===== src/rtl/fwd_pkg.sv =====
// Shared definitions for the EX-stage forwarding/hazard controller: select
// encodings, register-index width and the pipeline stage-record layout.
package fwd_pkg;

    localparam int REG_W = 5;

    typedef logic [REG_W-1:0] reg_idx_t;

    // Operand-mux select driven toward the EX stage; 2'b11 is never produced.
    typedef enum logic [1:0] {
        FWD_RF  = 2'b00,
        FWD_WB  = 2'b01,
        FWD_MEM = 2'b10
    } fwd_sel_e;

    typedef struct packed {
        logic     valid;
        reg_idx_t rd;
        logic     reg_write;
        logic     mem_read;
    } stage_rec_t;

    // EX additionally remembers its sources.
    typedef struct packed {
        stage_rec_t rec;
        reg_idx_t   rs1;
        reg_idx_t   rs2;
    } ex_rec_t;

    localparam stage_rec_t STAGE_BUBBLE = '0;
    localparam ex_rec_t    EX_BUBBLE    = '0;

endpackage


===== src/rtl/fwd_sel_calc.sv =====
// Priority compare for one source operand: MEM-stage producer beats WB-stage
// producer, and register x0 is never forwarded.
module fwd_sel_calc
    import fwd_pkg::*;
(
    input  logic [REG_W-1:0] rs,
    input  logic             mem_valid,
    input  logic             mem_reg_write,
    input  logic [REG_W-1:0] mem_rd,
    input  logic             wb_valid,
    input  logic             wb_reg_write,
    input  logic [REG_W-1:0] wb_rd,
    output logic [1:0]       sel
);

    logic mem_hit;
    logic wb_hit;

    assign mem_hit = mem_valid && mem_reg_write && (mem_rd != '0) && (mem_rd == rs);
    assign wb_hit  = wb_valid  && wb_reg_write  && (wb_rd  != '0) && (wb_rd  == rs);

    // NOTE: every output of a combinational block gets a default first, so no path can leave it unassigned and infer a latch.
    always_comb begin
        sel = FWD_RF;
        if (mem_hit) begin
            sel = FWD_MEM;
        end else if (wb_hit) begin
            sel = FWD_WB;
        end
    end

endmodule


===== src/rtl/forward_ctrl.sv =====
// Forwarding-select and load-use stall controller tracking EX/MEM/WB records.
// Define FORWARD_CTRL_STATS_EN to build the saturating stall_count counter.
module forward_ctrl
    import fwd_pkg::*;
(
    input  logic        clk,
    input  logic        rst,
    input  logic        id_valid,
    input  logic [4:0]  id_rs1,
    input  logic [4:0]  id_rs2,
    input  logic [4:0]  id_rd,
    input  logic        id_reg_write,
    input  logic        id_mem_read,
    input  logic        flush,
    output logic [1:0]  fwd_a_sel,
    output logic [1:0]  fwd_b_sel,
    output logic        stall,
    output logic [15:0] stall_count
);

    ex_rec_t    ex_q;
    stage_rec_t mem_q;
    stage_rec_t wb_q;
    ex_rec_t    id_rec;
    logic [1:0] sel_a_d;
    logic [1:0] sel_b_d;
    logic       load_use;

    always_comb begin
        id_rec.rec.valid     = id_valid;
        id_rec.rec.rd        = id_rd;
        id_rec.rec.reg_write = id_reg_write;
        id_rec.rec.mem_read  = id_mem_read;
        id_rec.rs1           = id_rs1;
        id_rec.rs2           = id_rs2;
    end

    assign load_use = ex_q.rec.valid && ex_q.rec.mem_read && (ex_q.rec.rd != '0)
                   && id_valid && ((id_rs1 == ex_q.rec.rd) || (id_rs2 == ex_q.rec.rd));

    // Reset and redirect both win over the hazard: EX is about to become a bubble anyway.
    assign stall = load_use && !flush && !rst;

    // Current EX becomes MEM and current MEM becomes WB at the edge that loads ID.
    fwd_sel_calc u_sel_a (
        .rs            (id_rs1),
        .mem_valid     (ex_q.rec.valid),
        .mem_reg_write (ex_q.rec.reg_write),
        .mem_rd        (ex_q.rec.rd),
        .wb_valid      (mem_q.valid),
        .wb_reg_write  (mem_q.reg_write),
        .wb_rd         (mem_q.rd),
        .sel           (sel_a_d)
    );

    fwd_sel_calc u_sel_b (
        .rs            (id_rs2),
        .mem_valid     (ex_q.rec.valid),
        .mem_reg_write (ex_q.rec.reg_write),
        .mem_rd        (ex_q.rec.rd),
        .wb_valid      (mem_q.valid),
        .wb_reg_write  (mem_q.reg_write),
        .wb_rd         (mem_q.rd),
        .sel           (sel_b_d)
    );

    // NOTE: sequential state uses non-blocking assignments so every register samples pre-edge values.
    always_ff @(posedge clk) begin
        if (rst) begin
            ex_q      <= EX_BUBBLE;
            mem_q     <= STAGE_BUBBLE;
            wb_q      <= STAGE_BUBBLE;
            fwd_a_sel <= FWD_RF;
            fwd_b_sel <= FWD_RF;
        end else begin
            mem_q <= ex_q.rec;
            wb_q  <= mem_q;
            if (flush || stall) begin
                ex_q      <= EX_BUBBLE;
                fwd_a_sel <= FWD_RF;
                fwd_b_sel <= FWD_RF;
            end else begin
                ex_q      <= id_rec;
                fwd_a_sel <= id_valid ? sel_a_d : FWD_RF;
                fwd_b_sel <= id_valid ? sel_b_d : FWD_RF;
            end
        end
    end

    // WB retires on the next edge and EX sources are kept only for visibility.
    logic unused_state;
    assign unused_state = ^{wb_q, mem_q.mem_read, ex_q.rs1, ex_q.rs2};

`ifdef FORWARD_CTRL_STATS_EN
    logic [15:0] stall_cnt_q;

    always_ff @(posedge clk) begin
        if (rst) begin
            stall_cnt_q <= '0;
        end else if (stall && (stall_cnt_q != 16'hFFFF)) begin
            stall_cnt_q <= stall_cnt_q + 16'd1;
        end
    end

    assign stall_count = stall_cnt_q;
`else
    assign stall_count = '0;
`endif

endmodule

===== config.mk =====
export PLATFORM = sky130hd
export DESIGN_NAME = forward_ctrl
export DESIGN_NICKNAME = d
export VERILOG_FILES = /design/src/rtl/fwd_pkg.sv /design/src/rtl/fwd_sel_calc.sv /design/src/rtl/forward_ctrl.sv
export SDC_FILE = /design/constraint.sdc
export NUM_CORES = 1
export LEC_CHECK = 0
export CAP_MARGIN = 15
export CORE_MARGIN = 1.5
export CORE_UTILIZATION = 37
export CTS_CLUSTER_DIAMETER = 50
export CTS_CLUSTER_SIZE = 10
export DETAILED_ROUTE_END_ITERATION = 8
export GPL_TIMING_DRIVEN = 0
export HOLD_SLACK_MARGIN = 0.03
export PLACE_DENSITY = 0.76
export SLEW_MARGIN = 30
export SYNTH_ARGS = -nofsm -noshare
export SYNTH_HDL_FRONTEND = slang
export SYNTH_SLANG_ARGS = --single-unit

===== constraint.sdc =====
create_clock -name clk -period 2 [get_ports clk]
set_clock_uncertainty 0.1 [all_clocks]
set_input_delay 0.4 -clock clk [delete_from_list [all_inputs] [get_ports clk]]
set_output_delay 0.4 -clock clk [all_outputs]
set_load 0.01 [all_outputs]

==> reports/results.tsv, run 1 <==
metric	value	unit
ys.warnings.count	0	
cts_made_buffers	3	
syn_area_per_cell	9.11	um^2
cts.path.max_buffers	2	
path_common_cell	buf_6	
drt-total-wl	1930	um
ys_async_sr_fraction	0	
drcViolationCount	0	
fillers	222	
die_area	2870	um^2
worstPathMaxFanout	2	
antenna_found_initial	0	
fin_tns_setup	-0.357	ns
worstReg2RegEnd	fwd_a_sel[1]	
met3_usage	0.0361	
grt_usage	0.147	
io-pin-count	42	
clock.fmax	424	MHz
critPathCapture	stall	
syn_inst	104	
synth_cell_types	17	
grt_max_degree	11	
clock_latency	0.29	ns
drtIter0Drc	5	
syn_area	947	um^2
wl_per_cell	10.3	um
final_nets	179	
hold_path_class	flop to flop	
worstPathRequired	1.50	ns
reg2regPathDepth	7	
dp_slack	-1.30	ns
place.port_buffers	25	
htreeDepth	1	
startpoint	id_rs1[0]	
synthTopCellsByCount	dfxtp_1, buf_4, nor2_1, xor2_1, nand2_1	
die_w	53.6	um
top_usage_layer	met2	
critPathCaptureType	output port	
setup_slack	-0.357	ns
grt_util_met2	0.276	
crit_path_start_kind	input pin	
gp_congestion	0.805	
finalSetupViolCount	1	
dieHeight	53.6	um
final_area	1440	um^2
use_met1	0.160	
cts_hold_buf	0	
cts-root-buf	clkbuf_4	
min_period_over_period	1.18	
dr.pass1.iters	2	
synth_top_cell_area_share	0.402	
power.total	727	uW
clk_pin_slew_worst_paths	0.10	ns
routed-via-count	793	
synth_seq_cells	19	
violations	negative setup slack	
antenna_left	0	
grt_first_pass_wirelength	3050	um
synth_edf_count	0	
rsz0062_at_grt	true	
cts_tree	done	
drv_cap	0	
peakVddDrop	0.349	mV
r2r_start	ex_q[14]	
multiInputGateArea	548	um^2
p_per_area	504	nW/um^2
overflow	0	
place_area	1290	um^2
status	finished with violations	
dp_hpwl	1440	um
drive_gt1_frac	0.312	
core_area	2450	um^2
synth_top_area_cell	dfxtp_1	
synth_most_common_cell	dfxtp_1	
cts.sinks	19	
rows	18	
slowest_stage	clkdlybuf4s50_1	
synth_top_cells_by_area	dfxtp_1, buf_4, xor2_1, xnor2_1, nor2_1	
diodes	0	
hold_violations	0	
drv_slew	0	
path_class	input pin to output port	
synth_ff_type	dfxtp_1	
start_util	0.386	
post-route-min-period	2.36	ns
worst_ep_arrival_time	1.86	ns
grt_pass1_vias	746	
crit_chain	clkdlybuf4s50_1 -> xnor2_1 -> nand3_2 -> a2111oi_4 -> buf_6 -> buf_6	
viasPerCell	4.24	
area_growth	52.4	%
ys_seq_area_frac	0.402	
seqCellArea	394	um^2
reg2reg_slack	0.06	ns
max_stage_delay	0.52	ns
leakage	0.645	nW
## cell usage in the layout, fill, tap and decap left out
| cell type | synthesis | routed |
|---|---|---|
| nor2_1 | 13 | 11 |
| or4_1 | 2 | 2 |
| nor3_2 | 0 | 1 |
| xnor2_1 | 7 | 6 |
| nor3_1 | 3 | 2 |
| dfxtp_1 | 19 | 14 |
| clkbuf_1 | 0 | 1 |
| buf_4 | 16 | 25 |
| dfxtp_4 | 0 | 3 |
| o211ai_1 | 1 | 1 |
| dlymetal6s2s_1 | 0 | 1 |
| nor4_2 | 1 | 2 |
| a2111oi_4 | 1 | 1 |
| xnor2_2 | 0 | 1 |
| conb_1 | 1 | 16 |
| nand3_2 | 0 | 1 |
| clkbuf_4 | 0 | 3 |
| nand2_1 | 11 | 11 |
| nor4_1 | 4 | 3 |
| clkbuf_2 | 0 | 2 |
| nor2b_1 | 7 | 7 |
| nor2_2 | 0 | 1 |
| clkdlybuf4s50_1 | 0 | 15 |
| o21ai_0 | 1 | 1 |
| nand3_1 | 3 | 2 |
| dlygate4sd2_1 | 0 | 5 |
| dfxtp_2 | 0 | 2 |
| clkdlybuf4s15_2 | 0 | 1 |
| nor2_4 | 0 | 1 |
| xor2_2 | 0 | 3 |
| buf_6 | 1 | 2 |
| xor2_1 | 13 | 10 |
## sequential cells by signal, indices dropped and copies added, names as in the netlist
signal,cells
ex_q,8
fwd_a_sel,2
fwd_b_sel,2
mem_q,7
## repair_timing
item                                    4_1_cts  5_1_grt
endpoints found under the setup margin       13       11
setup buffers                                 5        4
pin swaps                                     7        8
resized for setup                            23       15
## through the flow
stage	util	std cells	hold WS [ns]
2_1_floorplan	-	119	0.338
3_3_place_gp	0.526	174	0.355
3_5_place_dp	0.526	174	0.358
4_1_cts	0.560	183	0.383
5_1_grt	0.588	187	0.395
6_report	0.588	187	0.380
## cell type report
| type | count | area share |
|---|---|---|
| well taps | 30 | 0.0260 |
| plain buffers | 17 | 0.0910 |
| repair buffers | 34 | 0.212 |
| multi-input cells | 83 | 0.380 |
| flip-flops and latches | 19 | 0.273 |
| clock buffers | 4 | 0.0182 |
## where the power goes
group	total (mW)	switching [mW]	internal [mW]
logic	0.146	0.0623	0.0840
clock network	0.183	0.106	0.0774
registers	0.397	0.0109	0.387
## layer usage
layer | vias up | share of wire
met5 | - | 0
met4 | 0 | 0.0031
met3 | 2 | 0.089
met2 | 34 | 0.51
met1 | 346 | 0.40
li1 | 411 | -
## logic make-up after synthesis
| kind of cell | after synthesis | share of synthesized area |
|---|---|---|
| other | 1 | 0.00396 |
| AO/OA/AOI/OAI | 3 | 0.0423 |
| AND/OR/NAND/NOR | 44 | 0.229 |
| XOR/XNOR | 20 | 0.185 |
| flip-flops | 19 | 0.402 |
| buffers and inverters | 17 | 0.139 |
## how the worst min path moves through the flow
| stage | startpoint | endpoint | slack (ns) | depth (start not counted) |
|---|---|---|---|---|
| final | ex_q[11] | mem_q[1] | 0.38 | 1 |
| after global routing | id_rs2[1] | fwd_b_sel[0] | 0.40 | 4 |
| after CTS | ex_q[11] | mem_q[1] | 0.38 | 1 |
| after detailed placement | ex_q[11] | mem_q[1] | 0.36 | 1 |
| after global placement | ex_q[11] | mem_q[1] | 0.36 | 1 |
| after floorplan | ex_q[11] | mem_q[1] | 0.34 | 1 |
## critical path: cells and delay by family
kind            cells  cell delay (ns)
compound gates      1             0.40
xor+xnor            1             0.15
buf+inv             3             0.76
simple gates        1             0.14
No activity file was read; power rests on OpenSTA's default activity.
==> run 2, diff against run 1 <==
- GPL_TIMING_DRIVEN: 0 -> default
==> run 2 against run 1 <==
  * Sequential power about the same
  * Clock power is essentially flat
  * The run still ends with negative setup slack left
  * Sequential cell count unchanged
  * Critical path depth shrank 1
  * Critical path type unchanged
  * Worst setup slack better by 0.11 ns
  * Cell count shrank 1.1%
  * Total power about the same
  * Design area down 3.5%
  * First-iteration DRC count is the same
  * Wire length is 13% higher
  * Core utilization is 2.0 points lower
  * Largest power group unchanged
==> reports/results.tsv, run 2 (synthesized netlist as in run 1, its figures left out) <==
metric	value	unit	change
status	finished with violations		
violations	negative setup slack		
hold_violations	0		unchanged
die_w	53.6	um	unchanged
core_area	2450	um^2	unchanged
critPathTopFamily	buffers and inverters		
fillers	245		+10%
dr.pass1.iters	6		+4
grt_usage	0.170		+0.0227
crit_chain	clkdlybuf4s50_1 -> xnor2_1 -> nand2_1 -> a2111oi_4 -> buf_2		
final_nets	177		-1.1%
switchingPower	180	uW	+0.54%
p_per_area	522	nW/um^2	+3.6%
holdWs	0.374	ns	-0.00550 ns
cts_tree	done		
switching_share	0.248		+0.00127
p_seq_frac	0.546		about the same
met3_usage	0.0361		unchanged
power.share.combinational	0.205		+0.004
grt_max_degree	13		+2
leakage	0.627	nW	-2.8%
clock_power_share	0.248		-0.004
start_util	0.386		unchanged
regMostFlops	ex_q		
cts-root-buf	clkbuf_4		
drive_gt1_frac	0.245		-0.0669
final_cell_mix	buf_4, conb_1, dfxtp_1, clkdlybuf4s50_1, xor2_1		
dieHeight	53.6	um	unchanged
top_usage_layer	met2		
fin_tns_setup	-0.245	ns	+0.112 ns
startpoint	id_rs2[3]		
die_area	2870	um^2	unchanged
hold_path_class	flop to flop		
reg2reg_slack	0.09	ns	+0.03 ns
cts_hold_buf	0		unchanged
gp_congestion	0.838		+4.1%
post-route-min-period	2.25	ns	-0.112 ns
largest_reg_flops	8		unchanged
worstPathMaxFanout	2		unchanged
power.total	727	uW	about the same
grt_util_met2	0.335		+0.0597
instances_no_fill	185		-1.1%
max_stage_delay	0.52	ns	about the same
reg_top3	ex_q: 8 flops, mem_q: 7 flops		
setup_slack	-0.245	ns	+0.112 ns
drt-total-wl	2170	um	+13%
htreeDepth	1		unchanged
dp_hpwl	1760	um	+23%
area_growth	47.2	%	
drtIter0Drc	5		unchanged
hp-start	ex_q[11]		
drv_slew	0		unchanged
grt_pass1_vias	779		+4.4%
io-pin-count	42		unchanged
peakVddDrop	0.340	mV	-2.8%
slowest_stage	clkdlybuf4s50_1		
worstPathRequired	1.50	ns	about the same
drcViolationCount	0		unchanged
antenna_left	0		unchanged
rsz0062_at_grt	true		
routed-via-count	799		+0.76%
clock_latency	0.28	ns	about the same
grt_first_pass_wirelength	3370	um	+10%
dp_cells	178		+2.3%
min_period_over_period	1.12		-0.0562
worst_ep_arrival_time	1.75	ns	-0.11 ns
antenna_found_initial	0		unchanged
path_class	input pin to output port		
cts.sinks	19		unchanged
overflow	0		unchanged
drv_cap	0		unchanged
cts_made_buffers	3		unchanged
wl_per_cell	11.7	um	+14%
final_common_cell	buf_4		
rows	18		unchanged
diodes	0		unchanged
p_int	547	uW	-0.14%
finalSetupViolCount	1		unchanged
critPathBufInv	2		-1
use_met1	0.172		+0.0117
critPathCaptureType	output port		
crit_path_start_kind	input pin		
r2r_start	ex_q[12]		
cts.path.max_buffers	2		unchanged
clk_pin_slew_worst_paths	0.10	ns	about the same
place.port_buffers	25		unchanged
clock.fmax	445	MHz	+5.0%
viasPerCell	4.32		+1.8%
run 2: changes by cell type in the layout (fill, tap and decap cells not counted), moves of 2 or more:
cell             delta
xor2_1              +3
dfxtp_4             -2
clkbuf_2            -2
buf_4               -3
clkdlybuf4s15_1     +2
xor2_2              -3
run 2: area by class of cell:
cell class                 instances  area, um^2  share of cell area
timing repair buffer              49         432               0.310
tap                               30        37.5              0.0269
clock buffer                       3        22.5              0.0162
sequential                        19         388               0.278
clock inverter                     1        5.00             0.00359
multi-input combinational         83         509               0.365
run 2: power groups by stage:
| stage | logic (mW) | clock network (mW) | registers (mW) |
|---|---|---|---|
| floorplan | 0.0812 | 0 | 0.404 |
| global placement | 0.140 | 0 | 0.406 |
| detailed placement | 0.143 | 0 | 0.406 |
| CTS | 0.146 | 0.188 | 0.397 |
| global route | 0.161 | 0.213 | 0.399 |
| finish | 0.149 | 0.181 | 0.397 |
run 2: timing repair:
item,in CTS,in global routing
resized for setup,19,7
endpoints found under the setup margin,4,3
setup buffers,3,1
pin swaps,9,9
run 2: final timing paths:
kind	endpoint	cells past startpoint
max	stall	5
min	mem_q[1]	1
max reg2reg	fwd_a_sel[1]	6
min reg2reg	mem_q[1]	1
run 2: per-layer routing:
metal  part of all wire  wire [um]
met1               0.39        850
met2               0.52       1130
met3              0.080        173
met4             0.0051         11
met5                  0          0
run 2: per-stage QoR:
stage | util | cell area, um^2 | setup slack [ns]
final | 0.568 | 1390 | -0.245
after global routing | 0.568 | 1390 | -0.319
after CTS | 0.558 | 1370 | -0.264
after detailed placement | 0.537 | 1320 | -0.855
after global placement | 0.537 | 1320 | -0.836
after floorplan | - | 1000 | 0.00174
==> run 3, diff against run 2 <==
- TNS_END_PERCENT: default -> 5
==> run 3 against run 2 <==
  * The flow still finishes with violations (negative setup slack)
  * Via count rose by 0.13%
  * Worst setup slack improved by 0.014 ns
  * Critical endpoint unchanged
  * Sequential share of layout area rose by 0.21 points
  * Worst hold slack barely moved
  * Register-to-register slack got worse by 0.20 ns
  * Sequential power barely moved
  * Combinational power barely moved
  * Core utilization fell by 0.61 points
  * Wire length rose by 0.46%
  * First-iteration DRC count rose by 80%
==> reports/results.tsv, run 3 (synthesized netlist as in run 1, its figures left out) <==
metric	value	unit	change
place_area	1320	um^2	unchanged
leakage	0.621	nW	-0.89%
clk_pin_slew_worst_paths	0.10	ns	about the same
power.share.combinational	0.202		-0.003
regMostFlops	ex_q		
die_area	2870	um^2	unchanged
antenna_left	0		unchanged
htreeDepth	1		unchanged
dp_hpwl	1760	um	unchanged
cts_made_buffers	3		unchanged
p_per_area	524	nW/um^2	+0.46%
dr.pass1.iters	4		-2
io-pin-count	42		unchanged
final_area	1380	um^2	-1.1%
drv_slew	0		unchanged
path_class	flop to output port		
wl_per_cell	11.8	um	+1.0%
reg_top3	ex_q: 8 flops, mem_q: 7 flops		
drt-total-wl	2180	um	+0.46%
min_period_over_period	1.12		-0.00702
grt_pass1_vias	763		-2.1%
core_area	2450	um^2	unchanged
cts_tree	done		
finalSetupViolCount	4		+3
grt_first_pass_wirelength	3280	um	-2.5%
switchingPower	179	uW	-0.86%
clock.fmax	448	MHz	+0.63%
drcViolationCount	0		unchanged
status	finished with violations		
drive_gt1_frac	0.234		-0.0114
final_cell_mix	buf_4, conb_1, dfxtp_1, clkdlybuf4s50_1, xor2_1		
fillers	240		-2.0%
diodes	0		unchanged
final_common_cell	buf_4		
seqCellArea	387	um^2	-0.32%
hold_path_class	flop to flop		
place.port_buffers	25		unchanged
die_w	53.6	um	unchanged
p_int	544	uW	-0.54%
cts-root-buf	clkbuf_4		
drtIter0Drc	9		+4
largest_reg_flops	8		unchanged
violations	negative setup slack		
switching_share	0.247		-0.000594
area_growth	45.6	%	
antenna_found_initial	0		unchanged
routed-via-count	800		+0.13%
cts.path.max_buffers	2		unchanged
grt_usage	0.166		-0.00419
setup_slack	-0.231	ns	+0.0140 ns
dieHeight	53.6	um	unchanged
viasPerCell	4.35		+0.67%
cts_hold_buf	0		unchanged
worstPathMaxFanout	3		+1
power.total	723	uW	-0.62%
final_nets	176		-0.56%
overflow	0		unchanged
grt_max_degree	13		unchanged
start_util	0.386		unchanged
post-route-min-period	2.23	ns	-0.0140 ns
hold_violations	0		unchanged
rsz0062_at_grt	true		
rows	18		unchanged
cts.sinks	19		unchanged
clock_power_share	0.248		about the same
gp_congestion	0.838		unchanged
peakVddDrop	0.336	mV	-1.0%
critPathCaptureType	output port		
worstPathRequired	1.50	ns	about the same
crit_path_start_kind	flop		
drv_cap	0		unchanged
multiInputGateArea	509	um^2	unchanged
worst_ep_arrival_time	1.73	ns	-0.02 ns
clock_latency	0.29	ns	about the same
p_seq_frac	0.549		+0.003
run 3: what timing repair did:
| action | CTS | global route |
|---|---|---|
| endpoints found under the setup margin | 4 | 5 |
| gates resized for setup | 18 | 6 |
| pin swaps | 5 | 5 |
| setup buffers | 2 | 0 |
| hold endpoints to repair | 0 | 0 |
run 3: stage by stage:
step | setup slack [ns] | hold WS, ns | setup TNS (ns) | utilization | std cells
2_1_floorplan | 0.00174 | 0.338 | 0 | - | 119
3_3_place_gp | -0.836 | 0.360 | -3.97 | 0.537 | 178
3_5_place_dp | -0.855 | 0.363 | -4.34 | 0.537 | 178
4_1_cts | -0.264 | 0.378 | -0.375 | 0.557 | 184
5_1_grt | -0.295 | 0.395 | -0.719 | 0.562 | 184
6_report | -0.231 | 0.374 | -0.391 | 0.562 | 184
run 3: final timing paths:
| kind | to | cells after the start | from | slack [ns] |
|---|---|---|---|---|
| max | stall | 5 | ex_q[12] | -0.23 |
| min | mem_q[1] | 1 | ex_q[11] | 0.37 |
| max reg2reg | fwd_a_sel[0] | 6 | ex_q[12] | -0.11 |
| min reg2reg | mem_q[1] | 1 | ex_q[11] | 0.37 |
run 3: final cells by class:
cell class	count	share of cell area
Multi-Input combinational cell	83	0.369
Timing Repair Buffer	48	0.303
Sequential cell	19	0.280
Tap cell	30	0.0272
Clock buffer	3	0.0163
Clock inverter	1	0.00363
run 3: critical path, stage by stage, from the launching register on:
cell and delay [ns]:
dfxtp_2 0.35, xor2_1 0.16, nor4_2 0.26, nand2_1 0.15, a2111oi_4 0.34, buf_2 0.19
run 3: metal layers:
layer	vias up	GRT usage	routed length, um
met5	-	0	0
met3	2	0.0361	197
met4	0	0.0641	11
met1	349	0.173	837
met2	43	0.319	1130
li1	406	-	-
run 3: power by group through the flow:
stage / sequential [mW] / clock, mW / combinational, mW
5_1_grt: 0.398 / 0.209 / 0.158
3_5_place_dp: 0.406 / 0 / 0.143
2_1_floorplan: 0.404 / 0 / 0.0812
3_3_place_gp: 0.406 / 0 / 0.140
4_1_cts: 0.397 / 0.188 / 0.146
6_report: 0.397 / 0.180 / 0.146
